===== src/rtl/spybuffer_reader.sv =====
// spybuffer_reader: drains the read side of a SpyBuffer (1-cycle read latency,
// no first-word-fall-through) into a registered valid/ready output stream.
// It tracks header/footer event framing through the word MSB and keeps
// saturating word/event counters plus a sticky framing-error flag.
//
// Optional build macro: SPYBUFFER_READER_STALL_CNT_EN
//   When defined, adds stall_count (cycles with out_valid && !out_ready) and
//   starve_count (cycles with enable && fifo_empty && in_event).
//
// Handshake: a word moves downstream on every rising clock edge where
// out_valid && out_ready; out_valid never drops and out_data never changes
// while out_valid is high and out_ready is low.
module spybuffer_reader #(
    parameter int DATA_WIDTH = 65,
    parameter int CNT_WIDTH  = 32
) (
    input  logic                  clock,
    input  logic                  reset,
    input  logic                  enable,
    input  logic                  fifo_empty,
    input  logic [DATA_WIDTH-1:0] fifo_read_data,
    output logic                  fifo_read_enable,
    output logic [DATA_WIDTH-1:0] out_data,
    output logic                  out_valid,
    input  logic                  out_ready,
    output logic [CNT_WIDTH-1:0]  word_count,
    output logic [CNT_WIDTH-1:0]  event_count,
    output logic                  in_event,
    output logic                  frame_error
`ifdef SPYBUFFER_READER_STALL_CNT_EN
    ,
    output logic [CNT_WIDTH-1:0]  stall_count,
    output logic [CNT_WIDTH-1:0]  starve_count
`endif
);

    localparam logic [CNT_WIDTH-1:0] CNT_MAX = {CNT_WIDTH{1'b1}};

    typedef enum logic [0:0] {
        IDLE     = 1'b0,
        IN_EVENT = 1'b1
    } state_t;

    state_t state, state_next;

    // Skid storage behind the output register; skid0 is the older entry.
    logic [DATA_WIDTH-1:0] skid0, skid1, skid0_next, skid1_next;
    logic [1:0]            skid_cnt, skid_cnt_next, fill;
    logic                  in_flight;
    logic [1:0]            occupancy;

    logic [DATA_WIDTH-1:0] out_data_next;
    logic                  out_valid_next;
    logic                  xfer, load_out, direct_load;
    logic                  meta;
    logic                  footer_seen, error_seen;

    // The output register is not counted in occupancy, so with out_ready held
    // high a read can be issued every cycle while the previous word is shown.
    assign occupancy = skid_cnt + {1'b0, in_flight};

    // Read issue depends only on registered state, enable and fifo_empty.
    assign fifo_read_enable = !reset && enable && !fifo_empty && (occupancy < 2'd2);

    assign xfer        = out_valid && out_ready;
    assign load_out    = !out_valid || xfer;
    assign direct_load = load_out && (skid_cnt == 2'd0) && in_flight;
    assign meta        = out_data[DATA_WIDTH-1];
    assign in_event    = (state == IN_EVENT);

    // Next contents of the output register and skid entries.
    always_comb begin
        out_valid_next = out_valid;
        out_data_next  = out_data;
        skid0_next     = skid0;
        skid1_next     = skid1;
        fill           = skid_cnt;
        if (load_out) begin
            if (skid_cnt != 2'd0) begin
                out_valid_next = 1'b1;
                out_data_next  = skid0;
                skid0_next     = skid1;
                fill           = skid_cnt - 2'd1;
            end else if (in_flight) begin
                out_valid_next = 1'b1;
                out_data_next  = fifo_read_data;
            end else begin
                out_valid_next = 1'b0;
            end
        end
        if (in_flight && !direct_load) begin
            if (fill == 2'd0) begin
                skid0_next = fifo_read_data;
            end else begin
                skid1_next = fifo_read_data;
            end
            fill = fill + 2'd1;
        end
        skid_cnt_next = fill;
    end

    // Buffer, output register and in-flight read tracking.
    always_ff @(posedge clock or posedge reset) begin
        if (reset) begin
            out_valid <= 1'b0;
            out_data  <= '0;
            skid0     <= '0;
            skid1     <= '0;
            skid_cnt  <= 2'd0;
            in_flight <= 1'b0;
        end else begin
            out_valid <= out_valid_next;
            out_data  <= out_data_next;
            skid0     <= skid0_next;
            skid1     <= skid1_next;
            skid_cnt  <= skid_cnt_next;
            in_flight <= fifo_read_enable;
        end
    end

    // Framing next-state: advances only when a word is handed downstream.
    always_comb begin
        state_next  = state;
        footer_seen = 1'b0;
        error_seen  = 1'b0;
        if (xfer) begin
            case (state)
                IDLE: begin
                    if (meta) begin
                        state_next = IN_EVENT;
                    end else begin
                        error_seen = 1'b1;
                    end
                end
                IN_EVENT: begin
                    if (meta) begin
                        state_next  = IDLE;
                        footer_seen = 1'b1;
                    end
                end
                default: state_next = IDLE;
            endcase
        end
    end

    // Framing state register.
    always_ff @(posedge clock or posedge reset) begin
        if (reset) begin
            state <= IDLE;
        end else begin
            state <= state_next;
        end
    end

    // Saturating word/event counters and sticky framing error.
    always_ff @(posedge clock or posedge reset) begin
        if (reset) begin
            word_count  <= '0;
            event_count <= '0;
            frame_error <= 1'b0;
        end else begin
            if (xfer && (word_count != CNT_MAX)) begin
                word_count <= word_count + 1'b1;
            end
            if (footer_seen && (event_count != CNT_MAX)) begin
                event_count <= event_count + 1'b1;
            end
            if (error_seen) begin
                frame_error <= 1'b1;
            end
        end
    end

`ifdef SPYBUFFER_READER_STALL_CNT_EN
    // Saturating downstream-stall and upstream-starvation counters.
    always_ff @(posedge clock or posedge reset) begin
        if (reset) begin
            stall_count  <= '0;
            starve_count <= '0;
        end else begin
            if (out_valid && !out_ready && (stall_count != CNT_MAX)) begin
                stall_count <= stall_count + 1'b1;
            end
            if (enable && fifo_empty && in_event && (starve_count != CNT_MAX)) begin
                starve_count <= starve_count + 1'b1;
            end
        end
    end
`endif

endmodule

===== config.mk =====
export PLATFORM = sky130hd
export DESIGN_NAME = spybuffer_reader
export DESIGN_NICKNAME = d
export VERILOG_FILES = /design/src/rtl/spybuffer_reader.sv
export SDC_FILE = /design/constraint.sdc
export NUM_CORES = 1
export LEC_CHECK = 0
export BUFFER_PORTS_ARGS = -buffer_cell sky130_fd_sc_hd__buf_2
export CORE_MARGIN = 2
export CORE_UTILIZATION = 35
export CTS_CLUSTER_DIAMETER = 120
export DETAILED_ROUTE_END_ITERATION = 12
export PLACE_DENSITY_LB_ADDON = 0.08
export SYNTH_ARGS = -nofsm -noshare
export SYNTH_HDL_FRONTEND = slang
export SYNTH_SLANG_ARGS = --single-unit

===== constraint.sdc =====
create_clock -name clock -period 11.7 [get_ports clock]
set_input_delay 2.34 -clock clock [delete_from_list [all_inputs] [get_ports clock]]
set_output_delay 2.34 -clock clock [all_outputs]
set_load 0.02 [all_outputs]

# Yosys cells after proc, flatten, opt, wreduce, memory -nomap -nowiden
# Cells that the tools add are included.
[word_totals]
reg_bits = 265
latchBits = 0
ram_bits = 0
romBits = 0
in_bits = 70
mem_count = 0
[classes]
n_addsub = 5
n_mul = 0
div = 0
order_cmp = 1
eq_ne = 2
n_shift = 0
n_mux = 18
n_bitwise = 2
reduce_logical = 20
[op_table]
columns = ["cell", "count"]
rows = [
  ["$mux W65", 6],
  ["$add A32 B1 Y32 const B", 2],
  ["$ne A32 B32 Y1 const B", 2],
  ["$logic_and A1 B1 Y1", 9],
  ["$mux W1", 8],
  ["$mux W2", 3],
  ["$logic_not A1 Y1", 4],
  ["$logic_not A2 Y1", 2],
  ["$reduce_and A2 Y1", 2],
  ["$reduce_bool A2 Y1", 2],
  ["$add A2 B1 Y2", 1],
  ["$add A2 B1 Y2 const B", 1],
  ["$lt A2 B2 Y1 const B", 1],
  ["$not A1 Y1", 2],
  ["$pmux W1 S2", 1],
  ["$sub A2 B1 Y2 const B", 1],
  ["$logic_or A1 B1 Y1", 1],
]

# Longest topological paths before layout
[logic_depth]
depth_word = 7
depth_mapped = 10
depth_no_buf = 8

# Least setup slack after synthesis
# Ideal clock, no wire load.
[synth_timing]
kind = "input port to output port"
start = "input reset"
end = "output fifo_read_enable"
t_arrival_ns = 3.175
path_slack_ns = 6.185
stages = 1
path_buffers = 0
cell_sequence = "nor4b_1"
[synth_between]
elab_chain_len = 4
[synth_lines]
columns = ["item", "line_no", "text"]
rows = [
  ["start: declaration", "18", "input logic reset,"],
  ["$logic_not A1 Y1 (no line)", "-", ""],
  ["$logic_and A1 B1 Y1 (3 in a row)", "63", "assign fifo_read_enable = !reset && enable && !fifo_empty && (occupancy < 2'd2);"],
  ["end: declaration", "22", "output logic fifo_read_enable,"],
]
# Every way passes these cells.

# Worst setup path in the final report
# Same ends and word-level chain as after synthesis.

==> PnR_summary.wiki <==
{| class="wikitable"
! Metric !! Value
|-
| Hold-fix buffers, CTS || 0
|-
| Area growth from synthesis to layout || 20.2%
|-
| Type of element launching the critical path || input pin
|-
| Maximum clock path buffer count || 3
|-
| Period utilization || 46.3%
|-
| Sequential fraction of the synthesis area || 56.2%
|-
| Overall overflow remaining after global route || 0
|-
| Resized Gates After CTS || 0
|-
| Die span in y || 188 um
|-
| First-pass GRT wire length || 45.8 mm
|-
| Critical-path cell list || buf_2 > nor4b_1 > buf_2
|-
| Number of maximum-capacitance violations || 0
|-
| Initial cell density of the core || 35.4%
|-
| Result of the run || completed
|-
| Number of max-slew violations in the final report || 0
|-
| FF-to-FF End || skid1[20]
|-
| Reg2reg setup slack || 8.41 ns
|-
| Total standard cell area after synthesis || 11800 um^2
|-
| Vias after detailed routing || 8150
|-
| Antenna viol nets, final || 0
|-
| Critical Path Most Common Cell || buf_2
|-
| Leading cell types by total area after synthesis || dfrtp_1 56%, mux2i_1 11%, mux2_2 5.3%
|-
| Arrival time of the worst setup path || 3.07 ns
|-
| Worst setup path category || in -> out
|-
| Area occupied by registers || 6630 um^2
|-
| Proportion of synthesized flip-flops having asynchronous set or reset || 100%
|-
| Ratio of cells with drive above 1 in the final layout || 26.5%
|-
| Worst setup path endpoint || fifo_read_enable
|-
| DRC errors left || 0
|-
| R2R cell count || 6
|-
| Worst-case setup margin in the final layout || 6.29 ns
|-
| Worst Skew || 0.00883 ns
|-
| Number of post-CTS setup repair buffers || 0
|-
| Vias per cell || 4.83
|-
| Max transition margin || 31.6%
|-
| Cell with the most instances after synthesis || dfrtp_1
|-
| Final Hold Fails || 0
|-
| Post-synth EDFFs || 0
|-
| Dpl hpwl || 17.5 mm
|-
| Number of buffers created by CTS || 31
|-
| Proportion of netlist area held by the largest area contributor || 56.2%
|-
| Post-synthesis average cell area || 11.5 um^2
|-
| Worst Path Required || 9.36 ns
|-
| Total power density per cell area || 216 nW/um^2
|-
| Post-synth top cells || 265 x dfrtp_1, 130 x mux2i_1, 94 x nand2_1, 86 x nor2_1, 70 x o21ai_0
|-
| Largest net degree at the start of global routing || 138
|-
| First element of the critical path || reset
|-
| Placement Setup Slack || 6.28 ns
|-
| Routed wire length per instance || 16.6 um
|-
| Die outline area || 35200 um^2
|-
| Slowest Stage Delay on Critical Path || 0.37 ns
|-
| Achievable Freq || 0.185 GHz
|-
| Final Util || 42.5%
|-
| Maximum ir drop on the vdd rail || 0.122 mV
|-
| Final sum of negative setup slack || 0 ns
|-
| Yosys top cell by area || dfrtp_1
|-
| Worst slew pin tran || 1.03 ns
|-
| Time the final worst path needs with I/O delays and setup || 5.41 ns
|-
| Top-level port count || 203
|-
| RSZ-0062 raised after global routing || no
|-
| Antenna violations before repair || 4
|-
| Clock transition at the register clock pins on the worst setup and hold paths after CTS || 0.05 ns
|-
| Global Route Usage Sum || 16.0%
|-
| Type of the worst min-delay path || reg -> reg
|-
| Highest net fanout along the worst path || 2
|-
| Number of global-route vias before repair || 8024
|-
| CTS H-Tree Depth || 1
|-
| Post-layout net count || 1295
|-
| Count of synthesis-stage warnings from yosys || 0
|-
| Primary FF master, synth || dfrtp_1
|-
| Latest clock arrival within the worst-skew pair || 0.54 ns
|-
| Yosys reg bits || 265
|-
| Distinct cell type count of the synthesized netlist || 50
|-
| Final routed wirelength across all metal layers || 28.0 mm
|-
| Clock tree from TritonCTS || yes
|-
| Number of fillers in the final layout || 3310
|-
| Std cell rows || 67
|-
| Leakage dissipation || 7.28 nW
|-
| Routability congestion estimate from global placement || 0.764
|-
| Total number of clock tree sinks || 265
|-
| Die width || 188 um
|-
| DRC marker count from the first detailed-route iteration || 326
|-
| Root Driver || clkbuf_16
|-
| Finish-stage setup viols || 0
|-
| CP endpoint kind || output pin
|-
| IO buf count || 202
|-
| Critical-path top delay cell || nor4b_1
|-
| Core outline area || 33400 um^2
|-
| Cells after Synth || 1030
|-
| Syn Nets || 1105
|-
| Hold_ws || 0.468 ns
|-
| Number of iterations in the first detailed-routing pass || 4
|-
| Source of the worst register-to-register timing path || skid_cnt[1]
|-
| Multi-input gate area in the final layout || 4930 um^2
|}
-- worst max-delay path, delay by kind of cell --
| kind | cells | cell delay (ns) |
|---|---|---|
| buf+inv | 2 | 0.37 |
| simple gates | 1 | 0.37 |
-- how the worst min path moves through the flow --
stage,from,end,slack [ns],cells past startpoint
after detailed placement,out_data[25],out_data[25],0.46,2
after floorplan,skid1[13],skid1[13],0.46,1
after global placement,out_data[14],out_data[14],0.46,2
final,out_data[56],out_data[56],0.47,2
after CTS,out_data[56],out_data[56],0.48,2
after global routing,out_data[16],out_data[16],0.50,2
-- sequential cells by signal (all words and copies together), names as in the netlist --
signal       count
event_count     32
skid_cnt         2
skid0           65
in_event         1
skid1           65
word_count      32
out_data        65
frame_error      1
out_valid        1
in_flight        1
-- kinds of logic after synthesis --
family          after synthesis  share of synthesized area [%]
flops                       265                           56.2
fa+ha+maj                     5                          0.530
simple gates                291                           12.2
mux                         199                           17.6
xor+xnor                     59                           4.38
buf+inv                      59                           2.29
compound gates              152                           6.78
-- metal layers --
| metal | global-route usage [%] | vias up | part of all wire, % |
|---|---|---|---|
| met5 | 0 | - | 0.096 |
| met4 | 3.79 | 4 | 1.6 |
| met3 | 3.46 | 39 | 5.3 |
| met2 | 24.7 | 166 | 45 |
| met1 | 23.0 | 3939 | 48 |
| li1 | - | 4002 | - |
-- where the power goes --
part           total, W  switching, W  internal [W]  leakage, nW
logic          0.000852      0.000517      0.000335         3.30
clock network  0.000909      0.000371      0.000538        0.472
registers       0.00131      0.000149       0.00116         3.51
-- final cells by class --
type / count / area share (%)
Antenna cell: 1 / 0.0176
Inverter: 5 / 0.185
Multi-Input combinational cell: 706 / 34.8
Tap cell: 448 / 3.95
Timing Repair Buffer: 211 / 7.60
Sequential cell: 265 / 46.7
Clock buffer: 48 / 6.55
Clock inverter: 4 / 0.168
-- cells in the final DEF (no fill, tap or decap), types with 2 or more instances in the layout --
master and n:
ha_1 5, nand3_1 22, nor3_1 3, and3_1 17, nand4_1 35, mux2_1 13, or3_1 2, o211ai_1 2
and2_1 3, o21ai_0 69, clkbuf_16 31, a21oi_1 67, nor2b_1 2, nor4b_1 4, clkbuf_8 9, mux2i_1 130
clkinv_2 3, nor2_1 85, inv_1 4, xnor2_1 48, buf_2 202, nor4_4 2, a31oi_1 5, nand2_1 93
buf_4 9, a31oi_2 2, dfrtp_1 265, and4_1 6, xor2_1 11, clkbuf_1 8, mux2_2 56
-- stage by stage --
stage	power [W]	area [um^2]	instances
finish	0.00307	14200	1688
global route	0.00328	14200	1687
CTS	0.00313	14200	1687
detailed placement	0.00220	13200	1635
global placement	0.00218	13200	1635
floorplan	0.00190	11800	1030
(Power assumes the default switching activity.)
